--- src/rtl/csr_seq.sv ---
// Commit-side CSR sequencer: arbitrates the ROB head between retire, CSR access,
// trap/interrupt entry and xRET, then issues a PC redirect followed by a quiet window.
module csr_seq #(
    parameter int unsigned FLUSH_WAIT = 2
) (
    input  logic        clk,
    input  logic        rst_n,
    input  logic        hd_vld,
    input  logic [1:0]  hd_kind,
    input  logic [63:0] hd_pc,
    input  logic [31:0] hd_inst,
    input  logic [2:0]  hd_func,
    input  logic [11:0] hd_addr,
    input  logic [63:0] hd_wdat,
    input  logic [63:0] hd_cause,
    input  logic [63:0] hd_tval,
    input  logic [1:0]  hd_ret,
    output logic        hd_ack,
    output logic        wb_vld,
    output logic [63:0] wb_dat,
    output logic        redir_vld,
    output logic [63:0] redir_pc,
    output logic        busy,
    output logic        c_rqst,
    output logic [2:0]  c_func,
    output logic [11:0] c_addr,
    output logic [63:0] c_wdat,
    input  logic [63:0] c_rdat,
    input  logic        c_eout,
    input  logic        c_flush,
    output logic        c_ein,
    output logic [63:0] c_epc,
    output logic [63:0] c_tval,
    output logic [63:0] c_cause,
    output logic [2:0]  c_ret,
    input  logic [6:0]  c_intr,
    input  logic [63:0] c_tvec,
    input  logic [63:0] c_mepc,
    input  logic [63:0] c_sepc
);

    typedef enum logic [1:0] {IDLE, TRAP, REDIR, QUIET} state_t;

    localparam logic [3:0] CNT_LOAD = 4'(FLUSH_WAIT - 1);

    state_t      state, state_nxt;
    logic [63:0] tgt, tgt_nxt;
    logic [63:0] lpc, lpc_nxt;
    logic [31:0] linst, linst_nxt;
    logic [3:0]  cnt, cnt_nxt;
    logic        head;

    always_ff @(posedge clk or negedge rst_n) begin
        if (!rst_n) begin
            state <= IDLE;
            tgt   <= '0;
            lpc   <= '0;
            linst <= '0;
            cnt   <= '0;
        end else begin
            state <= state_nxt;
            tgt   <= tgt_nxt;
            lpc   <= lpc_nxt;
            linst <= linst_nxt;
            cnt   <= cnt_nxt;
        end
    end

    // rst_n gates the head so IDLE's input-driven outputs are also quiet in reset
    assign head = rst_n && hd_vld;
    assign busy = (state != IDLE);

    always_comb begin
        state_nxt = state;
        tgt_nxt   = tgt;
        lpc_nxt   = lpc;
        linst_nxt = linst;
        cnt_nxt   = cnt;
        hd_ack    = 1'b0;
        wb_vld    = 1'b0;
        wb_dat    = '0;
        redir_vld = 1'b0;
        redir_pc  = '0;
        c_rqst    = 1'b0;
        c_func    = '0;
        c_addr    = '0;
        c_wdat    = '0;
        c_ein     = 1'b0;
        c_epc     = '0;
        c_tval    = '0;
        c_cause   = '0;
        c_ret     = '0;

        unique case (state)
            IDLE: begin
                if (head) begin
                    if (c_intr[6]) begin
                        c_ein     = 1'b1;
                        c_cause   = {1'b1, 57'b0, c_intr[5:0]};
                        c_epc     = hd_pc;
                        tgt_nxt   = c_tvec;
                        state_nxt = REDIR;
                    end else begin
                        unique case (hd_kind)
                            2'b10: begin
                                c_ein     = 1'b1;
                                c_cause   = hd_cause;
                                c_tval    = hd_tval;
                                c_epc     = hd_pc;
                                tgt_nxt   = c_tvec;
                                state_nxt = REDIR;
                            end
                            2'b01: begin
                                c_rqst = 1'b1;
                                c_func = hd_func;
                                c_addr = hd_addr;
                                c_wdat = hd_wdat;
                                if (c_eout) begin
                                    lpc_nxt   = hd_pc;
                                    linst_nxt = hd_inst;
                                    state_nxt = TRAP;
                                end else begin
                                    hd_ack = 1'b1;
                                    wb_vld = 1'b1;
                                    wb_dat = c_rdat;
                                    if (c_flush) begin
                                        tgt_nxt   = hd_pc + 64'd4;
                                        state_nxt = REDIR;
                                    end
                                end
                            end
                            2'b11: begin
                                if (hd_ret == 2'b11 || hd_ret == 2'b01) begin
                                    c_ret     = {1'b1, hd_ret};
                                    hd_ack    = 1'b1;
                                    tgt_nxt   = (hd_ret == 2'b11) ? c_mepc : c_sepc;
                                    state_nxt = REDIR;
                                end else begin
                                    lpc_nxt   = hd_pc;
                                    linst_nxt = hd_inst;
                                    state_nxt = TRAP;
                                end
                            end
                            default: hd_ack = 1'b1;
                        endcase
                    end
                end
            end
            TRAP: begin
                // illegal instruction: cause 2, tval carries the faulting encoding
                c_ein     = 1'b1;
                c_cause   = 64'd2;
                c_epc     = lpc;
                c_tval    = {32'b0, linst};
                tgt_nxt   = c_tvec;
                state_nxt = REDIR;
            end
            REDIR: begin
                redir_vld = 1'b1;
                redir_pc  = tgt;
                cnt_nxt   = CNT_LOAD;
                state_nxt = QUIET;
            end
            QUIET: begin
                if (cnt == '0) state_nxt = IDLE;
                else           cnt_nxt   = cnt - 4'd1;
            end
            default: state_nxt = IDLE;
        endcase
    end

endmodule

--- config.mk ---
export PLATFORM = sky130hd
export DESIGN_NAME = csr_seq
export DESIGN_NICKNAME = d
export VERILOG_FILES = /design/src/rtl/csr_seq.sv
export SDC_FILE = /design/constraint.sdc
export NUM_CORES = 1
export LEC_CHECK = 0
export CAP_MARGIN = 30
export CELL_PAD_IN_SITES_DETAIL_PLACEMENT = 0
export CELL_PAD_IN_SITES_GLOBAL_PLACEMENT = 1
export CORE_AREA = 2 2 379 381
export CTS_CLUSTER_SIZE = 30
export DETAILED_ROUTE_END_ITERATION = 8
export DIE_AREA = 0 0 381 383
export GPL_ROUTABILITY_DRIVEN = 1
export PLACE_DENSITY_LB_ADDON = 0.3
export REMOVE_ABC_BUFFERS = 1
export SLEW_MARGIN = 20
export SYNTH_ARGS = -nofsm -noshare
export SYNTH_HDL_FRONTEND = slang
export SYNTH_SLANG_ARGS = --single-unit
--- constraint.sdc ---
create_clock -name clk -period 2.9 [get_ports clk]
set_input_delay 0.435 -clock clk [delete_from_list [all_inputs] [get_ports clk]]
set_output_delay 0.435 -clock clk [all_outputs]
set_load 0.01 [all_outputs]
==> metrics.cfg <==
[die]
core_mm2 = 0.142
io_pins = 983
dieHeight_um = 383
die_x_um = 381
std_cell_rows = 139
dieArea_mm2 = 0.146
start_util = 0.0885

[route]
drt_pre_antenna_iters = 5
avgViaCountPerCell = 3.60
dr_total_vias = 16800
ant_nets = 0
dr.first_iter.drc_count = 856
remaining_drc_errors = 0
wirelength_um = 118000
avgRoutedWirePerCell_um = 25.3

[logic_synthesis]
yosys.area.top_type_share = 0.330
ys_warn_count = 0
synth-edff-count = 0
netlist_area_mm2 = 0.0126
synth_area_leaders = dfrtp_1, and2_1, mux2_2, nand2_1, a22o_1
ys_ff_latch = 166
syn_area_per_cell_um2 = 8.12
async_reset_ff_frac = 1.00
yosys.area.top_type = dfrtp_1
synthMostInstantiatedCell = and2_1
yosysUniqueCellTypes = 60
ys_top_cells_by_count = and2_1, nand2_1, dfrtp_1
synthFlopType = dfrtp_1
syn_inst = 1551
synth.yosys.seq_area_share = 0.330

[timing]
slew_viol_final = 0
fin_crit_sh = 1.07
final.setup_skew_ns = 0.0211
whs_ns = 0.452
setup_viol = 229
clock.fmax_mhz = 321
hold_viol_final = 0
relSlewSlack = 0.475
finalWorstSetupSlack_ns = -0.216
tightestPinTransition_ns = 0.788
grt_setup_unrepaired = true
layout_min_cycle_time_ns = 3.12

[run_status]
status = finished, violations left
violations = setup timing

[worst_setup_path]
cpPeakStageDelay_ns = 0.39
worstSetupStartpointType = register
end_kind = output pin
ff2ff_path_depth = 11
cp_max_fo = 6
worstReg2RegStart = state[1]
cp.arrival_ns = 2.68
cpMostUsedCell = buf_6
crit_family = buffers and inverters
rrSetupSlack_ns = 0.26
path_cells = inv_2 > ha_4 > nor2b_4 > nand3_2 > buf_6 > nor2b_4 > buf_12 > buf_16 > buf_8 > buf_12 > buf_16 > buf_6 > a22o_1 > buf_6
critPathKind = register to output pin
cp_num_cells = 14
required_ns = 2.47
worstSetupStartpoint = state[1]
critPathBufInv = 9
cp_slowest_cell = dfrtp_1

[placed_design]
place_hpwl_um = 94300
placedInstanceArea_mm2 = 0.0269
port_buffers = 982
place.gp.congestion = 0.819

[global_routing]
grt_pass1_wl_um = 154000
gr-total-overflow = 0
grt_max_degree = 92
antenna_found_initial = 47
grt_pass1_vias = 17200
grtUsageTotal = 0.156

[clock_tree]
cts_tree = yes
insertion_delay_ns = 0.56
clock-root-buffer = clkbuf_16
cts_buffers = 17
clk_path_buf_depth = 2
path_clk_slew_ns = 0.10
htree_levels = 4
cts_sinks = 166

[worst_hold_path]
min_from = c_tvec[13]
worstHoldPathType = input pin to register
whs_path_depth = 3

[power_and_ir_drop]
ir_drop_uv = 542
power_density_mw_per_mm2 = 514
power_mw = 14.7
p_leak_nw = 12.5

[finish]
drive_gt1_frac = 0.316
area_delta_synth_final_pct = 127
final_area_mm2 = 0.0286
fin_nets = 3325

[job]
drv_cap = 0

==> cell type report <==
type | count | area [µm²]
Timing Repair Buffer | 1307 | 13100
Multi-Input combinational cell | 1235 | 8260
Clock buffer | 17 | 425
Fill cell | 16000 | 114000
Inverter | 16 | 60.1
Sequential cell | 166 | 4150
Antenna cell | 15 | 37.5
Tap cell | 1903 | 2380
Clock inverter | 15 | 180
==> cells in the final DEF, fill, tap and decap left out, drive strengths merged, types with 13 or more instances in the layout <==
master         instances
xnor2                 25
mux2i                 13
clkdlybuf4s15         55
clkdlybuf4s50        629
nand4                 25
dfrtp                166
nand2                209
mux2                  88
nor2                  82
buf                  500
nor3                  17
nand3                 31
a31oi                 21
diode                 15
a22o                  87
a221oi                13
dlymetal6s2s          32
a21oi                 72
nor4                  18
and2                 301
xor2                  29
clkbuf               102
inv                   24
o21ai                 88
==> stage by stage <==
stage,std cells,util,setup TNS (ns),worst slack [ns]
floorplan,1417,-,-675.01,-2.64
global placement,4552,0.189,-122.12,-0.639
detailed placement,4552,0.189,-104.20,-0.662
CTS,4632,0.199,-107.32,-0.506
global route,4670,0.201,-61.08,-0.363
finish,4674,0.201,-17.61,-0.216
==> state kept, by name, indices dropped and copies added, names as in the netlist <==
signal and cells:
state 2, linst 32, tgt 64, lpc 64
cnt 4
==> final timing paths <==
check / to
worst max-delay path: c_tval[30]
worst min-delay path: tgt[13]
worst max register to register: tgt[39]
worst min register to register: tgt[20]
max in group asynchronous: tgt[2]
min in group asynchronous: lpc[48]
==> logic make-up after synthesis <==
| logic type | after synthesis | synth area share |
|---|---|---|
| AOI/OAI and AO/OA | 342 | 0.184 |
| xor gates and xnor gates | 54 | 0.0376 |
| adders and majority gates | 7 | 0.00695 |
| buffers and inverters | 150 | 0.0449 |
| DFF | 166 | 0.330 |
| muxes | 101 | 0.0890 |
| and+or+nand+nor | 731 | 0.308 |
==> report_power, final <==
part	leakage, nW	total (mW)	internal, mW	switching, mW
Sequential	2.09	4.00	3.42	0.583
Clock	0.291	2.71	1.24	1.47
Combinational	10.1	7.99	3.98	4.00
==> metal layers <==
layer  share of wire  track usage  routed length [µm]
met1            0.44        0.201               52600
met2            0.47        0.252               55600
met3           0.070       0.0463                8250
met4           0.014       0.0394                1710
met5         0.00089            0                 105
==> worst register-to-register path: stages, from the launching register on <==
cell      delay (ns)
dfrtp_1         0.37
inv_2           0.06
buf_4           0.13
buf_4           0.13
ha_4            0.17
buf_12          0.18
nor2_4          0.25
and2_2          0.34
nand2_1         0.37
a211oi_1        0.34
buf_4           0.16
nor3_1          0.04
==> repair_timing <==
action | CTS | global route
resized for setup | 622 | 615
buffers inserted | 33 | 26
endpoints found under the hold margin | 25 | 0
setup endpoints to repair | 345 | 356
gates cloned | 14 | 6
hold buffers | 1 | 0
pin swaps | 14 | 73
(Power assumes the default switching activity.)
